### config.mk
export PLATFORM = sky130hd
export DESIGN_NAME = histogram_ram_controller_flat
export DESIGN_NICKNAME = d
export VERILOG_FILES = /design/src/rtl/histogram_ram_controller_pkg.sv /design/src/rtl/histogram_ram_controller_if.sv /design/src/rtl/histogram_ram_controller_fifo.sv /design/src/rtl/histogram_ram_controller.sv /design/src/flat_wrapper.sv
export SDC_FILE = /design/constraint.sdc
export NUM_CORES = 1
export LEC_CHECK = 0
export BUFFER_PORTS_ARGS = -buffer_cell sky130_fd_sc_hd__buf_2
export CAP_MARGIN = 20
export CELL_PAD_IN_SITES_DETAIL_PLACEMENT = 0
export CELL_PAD_IN_SITES_GLOBAL_PLACEMENT = 2
export CORE_MARGIN = 2
export CORE_UTILIZATION = 35
export DETAILED_ROUTE_END_ITERATION = 8
export PLACE_DENSITY_LB_ADDON = 0.1
export SLEW_MARGIN = 20
export SYNTH_ARGS = -nofsm -noshare
export SYNTH_HDL_FRONTEND = slang
export SYNTH_SLANG_ARGS = --single-unit
### constraint.sdc
create_clock -name clk -period 3.2 [get_ports clk]
set_clock_uncertainty 0.15 [all_clocks]
set_input_delay 0.48 -clock clk [delete_from_list [all_inputs] [get_ports clk]]
set_output_delay 0.48 -clock clk [all_outputs]
set_load 0.01 [all_outputs]
### src/rtl/histogram_ram_controller_pkg.sv
// Shared types and constants for the time-correlation histogram RAM controller.
package histogram_ram_controller_pkg;
  localparam int HIST_ADDR_W   = 8;
  localparam int HIST_COUNT_W  = 16;
  localparam int HIST_ZERO_BIN = 128;

  typedef enum logic [2:0] {IDLE, INC_RD, INC_WR, RD_RD, RD_WAIT, CLR} state_e;
endpackage

### src/rtl/histogram_ram_controller_if.sv
// Requester and RAM-side signal bundle; slave is the controller, master the surroundings.
interface histogram_ram_controller_if
  import histogram_ram_controller_pkg::*;
#(
  parameter int ADDR_W  = HIST_ADDR_W,
  parameter int COUNT_W = HIST_COUNT_W
);
  logic               inc_valid;
  logic [ADDR_W-1:0]  inc_addr;
  logic               inc_ready;
  logic               clr_req;
  logic               rd_req;
  logic [ADDR_W-1:0]  rd_addr;
  logic [COUNT_W-1:0] rd_data;
  logic               rd_valid;
  logic               busy;
  logic [15:0]        drop_cnt;
  logic [ADDR_W-1:0]  mem_addr;
  logic               mem_we;
  logic [COUNT_W-1:0] mem_wdata;
  logic [COUNT_W-1:0] mem_rdata;

  modport slave (
    input  inc_valid, inc_addr, clr_req, rd_req, rd_addr, mem_rdata,
    output inc_ready, rd_data, rd_valid, busy, drop_cnt, mem_addr, mem_we, mem_wdata
  );
  modport master (
    output inc_valid, inc_addr, clr_req, rd_req, rd_addr, mem_rdata,
    input  inc_ready, rd_data, rd_valid, busy, drop_cnt, mem_addr, mem_we, mem_wdata
  );
endinterface

### src/rtl/histogram_ram_controller_fifo.sv
// hist_req_fifo: pending bin-increment queue with synchronous flush; head is read combinationally.
module hist_req_fifo #(
  parameter int W     = 8,
  parameter int DEPTH = 8
) (
  input  logic         clk,
  input  logic         rst,
  input  logic         push,
  input  logic         pop,
  input  logic         flush,
  input  logic [W-1:0] wdata,
  output logic [W-1:0] head,
  output logic         full,
  output logic         empty
);
  localparam int PW = $clog2(DEPTH);

  logic [W-1:0] mem_q [DEPTH];
  logic [PW:0]  wr_q, rd_q;

  // Extra pointer bit distinguishes full from empty when the indices match.
  assign empty = (wr_q == rd_q);
  assign full  = (wr_q[PW] != rd_q[PW]) && (wr_q[PW-1:0] == rd_q[PW-1:0]);
  assign head  = mem_q[rd_q[PW-1:0]];

  always_ff @(posedge clk) begin
    if (push && !full) mem_q[wr_q[PW-1:0]] <= wdata;
  end

  always_ff @(posedge clk) begin
    if (rst || flush) begin
      wr_q <= '0;
      rd_q <= '0;
    end else begin
      if (push && !full) wr_q <= wr_q + 1'b1;
      if (pop && !empty) rd_q <= rd_q + 1'b1;
    end
  end
endmodule

### src/rtl/histogram_ram_controller.sv
// Arbitrates the histogram RAM between increments (read-modify-write), host readout and clear.
// Build option: HIST_SATURATE_EN makes bins stick at all-ones instead of wrapping.
module histogram_ram_controller
  import histogram_ram_controller_pkg::*;
#(
  parameter int ADDR_W     = HIST_ADDR_W,
  parameter int COUNT_W    = HIST_COUNT_W,
  parameter int FIFO_DEPTH = 8
) (
  input logic                        clk,
  input logic                        rst,
  histogram_ram_controller_if.slave  bus
);
  state_e             state_q, arb_nxt;
  logic [ADDR_W-1:0]  addr_q, clr_cnt_q, head;
  logic               clr_pend_q, rd_valid_q;
  logic [COUNT_W-1:0] rd_data_q, inc_val;
  logic [15:0]        drop_cnt_q;
  logic               push, pop, flush, full, empty;

  assign bus.inc_ready = !full && (state_q != CLR) && !clr_pend_q;
  assign push          = bus.inc_valid && bus.inc_ready;
  assign pop           = (state_q == INC_RD);
  assign flush         = ((state_q == IDLE) || (state_q == INC_WR)) && (arb_nxt == CLR);

  hist_req_fifo #(.W(ADDR_W), .DEPTH(FIFO_DEPTH)) u_fifo (
    .clk(clk), .rst(rst), .push(push), .pop(pop), .flush(flush),
    .wdata(bus.inc_addr), .head(head), .full(full), .empty(empty)
  );

`ifdef HIST_SATURATE_EN
  assign inc_val = (&bus.mem_rdata) ? bus.mem_rdata : bus.mem_rdata + COUNT_W'(1);
`else
  assign inc_val = bus.mem_rdata + COUNT_W'(1);
`endif

  // INC_WR arbitrates like IDLE so back-to-back increments sustain one per two cycles;
  // an increment arriving with clr_req must not bypass into INC_RD since it gets flushed.
  always_comb begin
    arb_nxt = IDLE;
    if (clr_pend_q)                              arb_nxt = CLR;
    else if (bus.rd_req)                         arb_nxt = RD_RD;
    else if (!empty || (push && !bus.clr_req))   arb_nxt = INC_RD;
  end

  always_comb begin
    bus.mem_addr  = '0;
    bus.mem_we    = 1'b0;
    bus.mem_wdata = '0;
    unique case (state_q)
      INC_RD: bus.mem_addr = head;
      INC_WR: begin
        bus.mem_addr  = addr_q;
        bus.mem_we    = 1'b1;
        bus.mem_wdata = inc_val;
      end
      RD_RD:  bus.mem_addr = bus.rd_addr;
      CLR: begin
        bus.mem_addr = clr_cnt_q;
        bus.mem_we   = 1'b1;
      end
      default: ;
    endcase
  end

  always_ff @(posedge clk) begin
    if (rst) begin
      state_q    <= IDLE;
      addr_q     <= '0;
      clr_cnt_q  <= '0;
      clr_pend_q <= 1'b0;
      rd_valid_q <= 1'b0;
      rd_data_q  <= '0;
      drop_cnt_q <= '0;
    end else begin
      rd_valid_q <= 1'b0;
      if (bus.inc_valid && !bus.inc_ready && (drop_cnt_q != 16'hFFFF))
        drop_cnt_q <= drop_cnt_q + 16'd1;
      unique case (state_q)
        IDLE, INC_WR: begin
          state_q <= arb_nxt;
          if (arb_nxt == CLR) begin
            clr_pend_q <= 1'b0;
            clr_cnt_q  <= '0;
            drop_cnt_q <= '0;
          end
        end
        INC_RD: begin
          addr_q  <= head;
          state_q <= INC_WR;
        end
        RD_RD:  state_q <= RD_WAIT;
        RD_WAIT: begin
          rd_data_q  <= bus.mem_rdata;
          rd_valid_q <= 1'b1;
          state_q    <= IDLE;
        end
        CLR: begin
          clr_cnt_q <= clr_cnt_q + 1'b1;
          if (&clr_cnt_q) state_q <= IDLE;
        end
        default: state_q <= IDLE;
      endcase
      // A request landing on the CLR-entry cycle is kept and serviced by a second sweep.
      if (bus.clr_req) clr_pend_q <= 1'b1;
    end
  end

  assign bus.rd_data  = rd_data_q;
  assign bus.rd_valid = rd_valid_q;
  assign bus.drop_cnt = drop_cnt_q;
  assign bus.busy     = (state_q != IDLE) || !empty || clr_pend_q;
endmodule

### src/flat_wrapper.sv
// flat-port wrapper written by rule: the top's interface ports become plain ports
module histogram_ram_controller_flat import histogram_ram_controller_pkg::*;
#(
  parameter int ADDR_W     = HIST_ADDR_W,
  parameter int COUNT_W    = HIST_COUNT_W,
  parameter int FIFO_DEPTH = 8
)
  (clk, rst, bus_inc_valid, bus_inc_addr, bus_clr_req, bus_rd_req, bus_rd_addr, bus_mem_rdata, bus_inc_ready, bus_rd_data, bus_rd_valid, bus_busy, bus_drop_cnt, bus_mem_addr, bus_mem_we, bus_mem_wdata);
  histogram_ram_controller_if #(.ADDR_W(ADDR_W), .COUNT_W(COUNT_W)) bus_i ();
  input logic clk;
  input logic rst;
  input wire logic [$bits(bus_i.inc_valid)-1:0] bus_inc_valid;
  input wire logic [$bits(bus_i.inc_addr)-1:0] bus_inc_addr;
  input wire logic [$bits(bus_i.clr_req)-1:0] bus_clr_req;
  input wire logic [$bits(bus_i.rd_req)-1:0] bus_rd_req;
  input wire logic [$bits(bus_i.rd_addr)-1:0] bus_rd_addr;
  input wire logic [$bits(bus_i.mem_rdata)-1:0] bus_mem_rdata;
  output wire logic [$bits(bus_i.inc_ready)-1:0] bus_inc_ready;
  output wire logic [$bits(bus_i.rd_data)-1:0] bus_rd_data;
  output wire logic [$bits(bus_i.rd_valid)-1:0] bus_rd_valid;
  output wire logic [$bits(bus_i.busy)-1:0] bus_busy;
  output wire logic [$bits(bus_i.drop_cnt)-1:0] bus_drop_cnt;
  output wire logic [$bits(bus_i.mem_addr)-1:0] bus_mem_addr;
  output wire logic [$bits(bus_i.mem_we)-1:0] bus_mem_we;
  output wire logic [$bits(bus_i.mem_wdata)-1:0] bus_mem_wdata;
  assign bus_i.inc_valid = bus_inc_valid;
  assign bus_i.inc_addr = bus_inc_addr;
  assign bus_i.clr_req = bus_clr_req;
  assign bus_i.rd_req = bus_rd_req;
  assign bus_i.rd_addr = bus_rd_addr;
  assign bus_i.mem_rdata = bus_mem_rdata;
  assign bus_inc_ready = bus_i.inc_ready;
  assign bus_rd_data = bus_i.rd_data;
  assign bus_rd_valid = bus_i.rd_valid;
  assign bus_busy = bus_i.busy;
  assign bus_drop_cnt = bus_i.drop_cnt;
  assign bus_mem_addr = bus_i.mem_addr;
  assign bus_mem_we = bus_i.mem_we;
  assign bus_mem_wdata = bus_i.mem_wdata;
  histogram_ram_controller #(.ADDR_W(ADDR_W), .COUNT_W(COUNT_W), .FIFO_DEPTH(FIFO_DEPTH)) u_core (.clk(clk), .rst(rst), .bus(bus_i));
endmodule
==> results of run 1 <==
-- cell families (layout without fill, tap and decap cells) --
| logic type | after synthesis | in the layout |
|---|---|---|
| compound gates | 95 | 95 |
| other cells | 0 | 1 |
| fa+ha+maj | 5 | 5 |
| flops | 128 | 128 |
| xor+xnor | 24 | 24 |
| simple gates | 190 | 190 |
| buf+inv | 39 | 149 |
| mux | 28 | 28 |
-- synth_stat cells (5+ instances only) --
cell	n
a21oi_1	49
a221o_1	8
nand3_1	14
o21ai_0	13
inv_1	5
xor2_1	17
and3_1	9
edfxtp_1	64
or3_1	9
nand4_1	8
xnor2_1	7
nor3_1	6
buf_2	5
dfxtp_1	64
nor2b_1	5
nor2_1	62
or4_1	9
a22o_1	8
o31ai_1	8
mux4_2	16
mux2i_1	12
nand2_1	49
ha_1	5
clkbuf_1	24
-- layer usage --
metal	global-route usage	wire length, µm
met5	0	0
met4	0.0551	135
met3	0.0419	544
met2	0.264	6490
met1	0.217	6420
-- cell type report --
class / instances / area [µm²]
Inverter: 5 / 18.8
Fill cell: 1541 / 8790
Antenna cell: 1 / 2.50
Sequential cell: 128 / 3200
Clock inverter: 14 / 179
Multi-Input combinational cell: 342 / 2260
Clock buffer: 17 / 425
Timing Repair Buffer: 113 / 621
Tap cell: 216 / 270
-- metrics by stage --
step	hold WS [ns]	setup WS (ns)	instance area [µm²]
floorplan	0.307	0.462	5620
global placement	0.289	0.667	6370
detailed placement	0.294	0.559	6370
CTS	0.131	0.268	6980
global route	0.159	0.193	6980
finish	0.154	0.301	6980
-- state kept, by name (all words and copies together) (netlist names), 3 cells and up, named ones only --
name,count
u_core.u_fifo.mem_q,64
u_core.bus.drop_cnt,16
u_core.bus.rd_data,16
u_core.addr_q,8
u_core.clr_cnt_q,8
u_core.u_fifo.rd_q,4
u_core.u_fifo.wr_q,4
u_core.state_q,3
-- worst register-to-register path, stage by stage, from the launching register on --
cell	delay, ns
dfxtp_1	0.48
xor2_1	0.14
or4_4	0.56
a21o_1	0.46
or4_1	0.63
a21oi_1	0.16
-- worst max path at each step --
stage	end	startpoint	slack, ns	depth (start not counted)
global placement	u_core.bus.drop_cnt[12]	u_core.u_fifo.wr_q[0]	0.67	5
finish	bus_mem_addr[6]	register	0.30	6
floorplan	u_core.u_fifo.mem_q[2][0]	u_core.state_q[0]	0.46	6
detailed placement	u_core.bus.drop_cnt[14]	u_core.u_fifo.wr_q[1]	0.56	5
global route	bus_mem_addr[3]	register	0.19	6
CTS	bus_mem_addr[3]	register	0.27	6
-- power breakdown --
part           switching [mW]  internal, mW  total (mW)
Clock                   0.758          1.24        2.00
Combinational           0.254         0.169       0.423
Sequential             0.0332          1.77        1.80
Total                    1.05          3.18        4.22
==> impl_metrics.tcl, run 1 <==
set metrics [dict create \
    status "complete, no violations" \
    row_count 46 \
    overflow 0 \
    initial_utilization 0.357 \
    numClockSinks 128 \
    cts-root-buf "clkbuf_16" \
    setup_viol 0 \
    final_util 0.443 \
    dr.pass1.iters 5 \
    routed_wl_um 13600 \
    synthTopCellsByArea "edfxtp_1 34%, dfxtp_1 23%, mux4_2 6.4%" \
    synth-async-reset-ratio 0 \
    min_from "bus_clr_req" \
    postCtsHoldBufs 0 \
    rsz0062_at_grt "no" \
    post-dp-hpwl_um 9390 \
    yosysSeqAreaShare 0.570 \
    synth_top_family_by_area "simple AND/OR/NAND/NOR gates" \
    r2r_slack_ns 0.55 \
    synthAdderAreaFrac 0.0111 \
    cts_resized 0 \
    vias 4222 \
    ys_warn_count 0 \
    cts_buffers 17 \
    worstPathArrival_ns 2.27 \
    synth_seq_cells 128 \
    cp_slowest_cell "mux4_2" \
    ir_worst_vdd_mv 0.361 \
    clockBufferDepth 2 \
    critPathLaunchType "register" \
    drv_cap 0 \
    synthSimpleGateAreaFrac 0.163 \
    hp-class "in -> reg" \
    r2r_end "u_core.bus.drop_cnt[14]" \
    synth_top_area_frac 0.342 \
    syn_inst 509 \
    synth_top_flop_cell "edfxtp_1" \
    min_period_ns 2.90 \
    ff2ff_path_depth 5 \
    critPathBufInv 2 \
    worstMarginPinSlew_ns 0.818 \
    gp_congestion 0.773 \
    hold_viol 0 \
    fin_nets 649 \
    leakage_nw 2.65 \
    finalPower_mw 4.22 \
    portBuffers 96 \
    power_density_mw_per_mm2 605 \
    grt_start_max_net_pins 37 \
    grt.total_usage 0.164 \
    synth_fp_nets 551 \
    crit_fanout 16 \
    antenna_found_initial 1 \
    cts_tree "yes" \
    die_w_um 131 \
    cp_data_required_time_ns 2.57 \
    path_class "reg -> out" \
    syn_area_per_cell_um2 11.0 \
    cpPeakStageDelay_ns 0.50 \
    mostFrequentLayoutCell "buf_2" \
    final_cell_mix "96 x buf_2, 64 x dfxtp_1, 64 x edfxtp_1" \
    post_drt_via_cell_ratio 5.05 \
    drive_gt1_frac 0.262 \
    cts_setup_buffers 0 \
    grt_pass1_wl_um 21200 \
    post-route-period-util 0.906 \
    io_pins 97 \
    fmax_mhz 345 \
    setup_tns_ns 0 \
    ys_types 42 \
    fp.dieArea_mm2 0.0171 \
    clk_latency_ns 0.41 \
    drc 0 \
    critPathCaptureType "primary output" \
    drv_slew 0 \
    rr_startpoint "u_core.u_fifo.wr_q[0]" \
    area_growth_pct 24.1 \
    coreArea_mm2 0.0158 \
    slew_headroom 0.455 \
    final_cells 836 \
    placed_cells 804 \
    drt_iter0_markers 223 \
    final_antenna_net_count 0 \
    synth_area_mm2 0.00562 \
    synth_edf_count 64 \
    htree_levels 4 \
    hold_depth 3 \
    first_global_vias 4007 \
    cts.clk_slew.worst_paths_ns 0.06 \
    path_delay_family "multiplexers" \
    die_y_um 131 \
    wl_per_cell_um 16.3 \
    synth-xor-area-share 0.0374 \
    whs_endpoint "u_core.clr_pend_q" \
    synthMuxAreaShare 0.0854 \
    synth_top_area_cell "edfxtp_1" \
    synth_compound_gate_area_share 0.105 \
    path_cells "buf_12 -> mux4_2 -> mux2i_1 -> nor2_1 -> a221o_1 -> buf_2" \
]
Power figures use the tool's default switching activity.
==> run 2, diff against run 1 <==
Settings changed: ABC_AREA set to 1, CORE_UTILIZATION 35 to 33.
==> run 2 against run 1 <==
Cell count up 25%. Worst hold slack better by 0.026 ns. Total power grew 3.2%. Register-to-register slack improved by 0.55 ns. Critical path depth rose by 1. Clock-buffer cell count stayed put. Non-clock buffer count is 3 lower. Design area rose by 3.9%. Flip-flop and latch count unchanged. First-iteration DRC count rose by 69%. Utilization shrank 2.5 points. Global-route usage rose by 0.44 points.
==> impl_metrics.tcl, run 2 <==
set metrics [dict create \
    first_global_vias 4725 \
    synth_area_mm2 0.00590 \
    cts_tree "yes" \
    yosys-top-cells-count "134 x nor2_1, 118 x nand2_1, 80 x o21ai_0" \
    vias 5019 \
    largest_register_ffs 64 \
    post_dp_cell_area_mm2 0.00665 \
    overflow 0 \
    setup_viol 0 \
    syn_inst 701 \
    grt_busiest_layer "met2" \
    cts_buffers 17 \
    drive_gt1_frac 0.194 \
    coreArea_mm2 0.0174 \
    routed_wl_um 15300 \
    cts.clk_slew.worst_paths_ns 0.06 \
    p_clk_frac 0.450 \
    initial_utilization 0.340 \
    clk_latency_ns 0.42 \
    cpPeakStageDelay_ns 0.48 \
    status "complete, no violations" \
    dr.pass1.iters 5 \
    grt_pass1_wl_um 24100 \
    mostFrequentLayoutCell "nor2_1" \
    worstPathArrival_ns 2.19 \
    area_growth_pct 23.0 \
    htree_levels 4 \
    cp_common_cell "o211ai_1" \
    critPathCaptureType "primary output" \
    cp_slowest_cell "inv_1" \
    path_class "reg -> out" \
    cts_resized 0 \
    cts-root-buf "clkbuf_16" \
    postCtsHoldBufs 0 \
    grt.total_usage 0.168 \
    post_drt_via_cell_ratio 4.81 \
    syn_area_per_cell_um2 8.41 \
    synth_edf_count 64 \
    synth_fp_nets 743 \
    antenna_found_initial 0 \
    rsz0062_at_grt "no" \
    ys_warn_count 0 \
    hp-class "in -> reg" \
    critPathLaunchType "register" \
    wl_per_cell_um 14.7 \
    clockBufferDepth 2 \
    synth-async-reset-ratio 0 \
    fmax_mhz 354 \
    cts_setup_buffers 0 \
    fp.dieArea_mm2 0.0190 \
    ys_types 36 \
    synth_top_flop_cell "edfxtp_1" \
    final_area_mm2 0.00725 \
    synth_top_area_cell "edfxtp_1" \
    fin_nets 848 \
    switching_power_mw 1.20 \
    setup_tns_ns 0 \
    row_count 48 \
    die_w_um 138 \
    use_met2 0.273 \
    drv_cap 0 \
    crit_fanout 21 \
    path_cells "inv_1 -> buf_4 -> nor2_1 -> o211ai_1 -> o211ai_1 -> nand4_1 -> buf_2" \
    drc 0 \
    antenna_cells 0 \
    switching_share 0.276 \
    final_cell_mix "134 x nor2_1, 118 x nand2_1, 96 x buf_2" \
    synth_seq_cells 128 \
    grtUsageMet3 0.0368 \
    gp_congestion 0.786 \
    grt_start_max_net_pins 33 \
    leakage_nw 2.98 \
    p_int_mw 3.15 \
    die_y_um 138 \
    worstMarginPinSlew_ns 0.704 \
    cp_data_required_time_ns 2.57 \
    synth_top_area_frac 0.326 \
    combPwrFrac 0.126 \
    io_pins 97 \
    met1_usage 0.223 \
    post-dp-hpwl_um 10500 \
    power_density_mw_per_mm2 601 \
    synthTopCellsByArea "edfxtp_1 33%, dfxtp_1 22%, nor2_1 8.5%" \
    hold_viol 0 \
    numClockSinks 128 \
    post-route-period-util 0.883 \
    drv_slew 0 \
    drt_iter0_markers 376 \
    portBuffers 96 \
    yosysSeqAreaShare 0.543 \
    p_seq_frac 0.424 \
    min_period_ns 2.82 \
    final_antenna_net_count 0 \
    synth_most_common_cell "nor2_1" \
    ir_worst_vdd_mv 0.463 \
    slew_headroom 0.528 \
]
[run 2: changes by cell type after synthesis, moves of 9 or more]
cell	change
nor2_1	+72
or3_1	-9
o211ai_1	+15
or4_1	-9
inv_1	+58
nand2_1	+69
and3_1	-9
mux4_2	-16
clkbuf_1	-9
mux2i_1	-12
o21ai_0	+67
[run 2: layer usage]
metal  vias to the layer above  part of all wire
met5                         -                 0
met1                      2355              0.47
met4                         0             0.011
met2                        89              0.47
li1                       2562                 -
met3                        13             0.046
[run 2: kinds of logic (layout without fill, tap and decap cells)]
logic type,Yosys count,in the layout,share of synthesized area
buffers and inverters,94,212,0.0637
and+or+nand+nor,309,309,0.223
adders and majority gates,5,5,0.0106
DFF,128,128,0.543
xor gates and xnor gates,15,15,0.0223
AOI/OAI and AO/OA,150,150,0.137
[run 2: power by group through the flow]
stage | Sequential (mW) | Clock (mW) | Combinational (mW)
3_5_place_dp | 1.88 | 0 | 0.555
3_3_place_gp | 1.88 | 0 | 0.549
2_1_floorplan | 1.89 | 0 | 0.319
5_1_grt | 1.86 | 2.08 | 0.623
6_report | 1.85 | 1.96 | 0.547
4_1_cts | 1.85 | 2.01 | 0.557
[run 2: through the flow]
step,util,setup slack [ns],power [mW],hold slack (ns),instances
after floorplan,-,0.926,2.21,0.295,701
after global placement,0.383,0.606,2.43,0.301,1012
after detailed placement,0.383,0.554,2.44,0.305,1012
after CTS,0.418,0.340,4.41,0.164,1044
after global routing,0.418,0.117,4.56,0.172,1044
final,0.418,0.376,4.36,0.181,1044
[run 2: area by class of cell]
cell class | instances | area, µm²
repair buffers | 110 | 586
flip-flops and latches | 128 | 3200
clock buffers | 17 | 425
fillers | 1747 | 10100
multi-input cells | 479 | 2320
clock inverters | 15 | 176
well taps | 225 | 282
inverters | 70 | 263
[run 2: critical path: cells and delay by family (launching register included)]
kind	cells	cell delay [ns]
compound gates	2	0.34
buf+inv	3	0.92
flops	1	0.31
simple gates	2	0.21
[run 2: worst paths after layout]
kind	start	end	slack, ns	cells past startpoint
max	register	bus_mem_addr[1]	0.38	7
min	bus_inc_addr[7]	u_core.u_fifo.mem_q[3][7]	0.18	1
min reg2reg	u_core.addr_q[0]	u_core.addr_q[0]	0.31	2
max reg2reg	u_core.u_fifo.wr_q[0]	u_core.bus.drop_cnt[2]	1.10	6
==> run 3, diff against run 2 <==
Settings changed: ABC_AREA 1 to 0, CORE_ASPECT_RATIO set to 1.25, CORE_UTILIZATION 33 to 35, CTS_BUF_LIST set to sky130_fd_sc_hd__clkbuf_4 sky130_fd_sc_hd__clkbuf_8 sky130_fd_sc_hd__clkbuf_16.
==> run 3 against run 2 <==
Sequential share of layout area increased by 1.9 points. Maximum frequency decreased by 5.6%. Total power decreased by 4.7%. Combinational power decreased by 24%. Worst hold slack got worse by 0.042 ns. Clock-buffer cell count increased by 2. Critical endpoint unchanged.
==> impl_metrics.tcl, run 3 (synthesized netlist as in run 1, its figures left out) <==
set metrics [dict create \
    cts.clk_slew.worst_paths_ns 0.06 \
    clk_latency_ns 0.42 \
    switching_power_mw 1.03 \
    ir_worst_vdd_mv 0.387 \
    rr_startpoint "u_core.u_fifo.wr_q[0]" \
    dr.pass1.iters 4 \
    rsz0062_at_grt "no" \
    cts_tree "yes" \
    cts_resized 0 \
    io_pins 97 \
    post-route-period-util 0.935 \
    die_w_um 117 \
    gp_congestion 0.759 \
    cp_data_required_time_ns 2.57 \
    row_count 51 \
    fin_nets 649 \
    die_y_um 146 \
    hold_viol 0 \
    grt.total_usage 0.163 \
    routed_wl_um 13400 \
    antenna_cells 0 \
    setup_tns_ns 0 \
    r2r_slack_ns 0.56 \
    drive_gt1_frac 0.265 \
    p_int_mw 3.12 \
    leakage_nw 2.64 \
    final_antenna_net_count 0 \
    final_area_mm2 0.00695 \
    cts-root-buf "clkbuf_16" \
    p_seq_frac 0.434 \
    final_cell_mix "96 x buf_2, 64 x dfxtp_1, 64 x edfxtp_1" \
    drv_cap 0 \
    antenna_found_initial 0 \
    switching_share 0.249 \
    post-dp-hpwl_um 9290 \
    hold_depth 3 \
    grt_pass1_wl_um 21900 \
    grt_start_max_net_pins 37 \
    numClockSinks 128 \
    first_global_vias 4244 \
    final_cells 832 \
    postCtsHoldBufs 0 \
    power_density_mw_per_mm2 597 \
    p_clk_frac 0.466 \
    critPathCaptureType "primary output" \
    drc 0 \
    portBuffers 96 \
    drv_slew 0 \
    hp-class "in -> reg" \
    slew_headroom 0.462 \
    setup_viol 0 \
    worstMarginPinSlew_ns 0.807 \
    nFillCells 1506 \
    fmax_mhz 334 \
    mostFrequentLayoutCell "buf_2" \
    overflow 0 \
    min_period_ns 2.99 \
    area_growth_pct 23.6 \
    coreArea_mm2 0.0156 \
    r2r_end "u_core.bus.drop_cnt[14]" \
    cts_setup_buffers 0 \
    post_dp_cell_area_mm2 0.00635 \
    largest_register_ffs 64 \
    clockBufferDepth 2 \
    htree_levels 4 \
    whs_endpoint "u_core.clr_pend_q" \
    worstPathArrival_ns 2.36 \
    vias 4214 \
    placed_cells 800 \
    ff2ff_path_depth 5 \
    cts_buffers 17 \
    status "complete, no violations" \
    post_drt_via_cell_ratio 5.06 \
    finalPower_mw 4.15 \
    crit_fanout 16 \
    min_from "bus_clr_req" \
    fp.dieArea_mm2 0.0171 \
    combPwrFrac 0.100 \
    path_class "reg -> out" \
    drt_iter0_markers 199 \
    critPathLaunchType "register" \
    wl_per_cell_um 16.1 \
    initial_utilization 0.360 \
]
-- run 3: power by group through the flow --
stage	Sequential (mW)	Combinational [mW]	Clock, mW
finish	1.80	0.416	1.93
global route	1.81	0.467	2.06
CTS	1.80	0.426	1.98
detailed placement	1.84	0.425	0
global placement	1.83	0.424	0
floorplan	1.83	0.267	0
-- run 3: area by class of cell --
type / instances / area (µm²) / share of cell area
Clock inverter: 13 / 154 / 0.0221
Clock buffer: 19 / 440 / 0.0634
Timing Repair Buffer: 113 / 608 / 0.0875
Sequential cell: 128 / 3200 / 0.461
Multi-Input combinational cell: 342 / 2260 / 0.325
Inverter: 5 / 18.8 / 0.00270
Tap cell: 212 / 265 / 0.0382
-- run 3: worst max-delay path by stage --
stage	startpoint	end	slack [ns]
6_report	register	bus_mem_addr[1]	0.21
3_3_place_gp	register	bus_mem_addr[1]	0.62
3_5_place_dp	u_core.u_fifo.wr_q[0]	u_core.bus.drop_cnt[12]	0.57
5_1_grt	register	bus_mem_addr[1]	0.02
4_1_cts	register	bus_mem_addr[1]	0.16
2_1_floorplan	u_core.state_q[0]	u_core.u_fifo.mem_q[2][0]	0.46
-- run 3: per-stage QoR --
stage	setup slack, ns	utilization	hold WS (ns)
after floorplan	0.462	-	0.307
after global placement	0.619	0.406	0.291
after detailed placement	0.572	0.406	0.297
after CTS	0.155	0.444	0.119
after global routing	0.0249	0.444	0.159
final	0.209	0.444	0.139
-- run 3: worst max-delay path: stages (launching register included) --
cell and delay, ns:
dfxtp_1 0.31, buf_4 0.30, mux4_2 0.54, mux2i_1 0.24, nor2_1 0.09, a221o_1 0.32
buf_2 0.15
-- run 3: routing by layer --
layer | wire length [µm] | GRT usage
met1 | 5830 | 0.190
met2 | 6770 | 0.287
met3 | 564 | 0.0474
met4 | 222 | 0.0596
met5 | 0 | 0
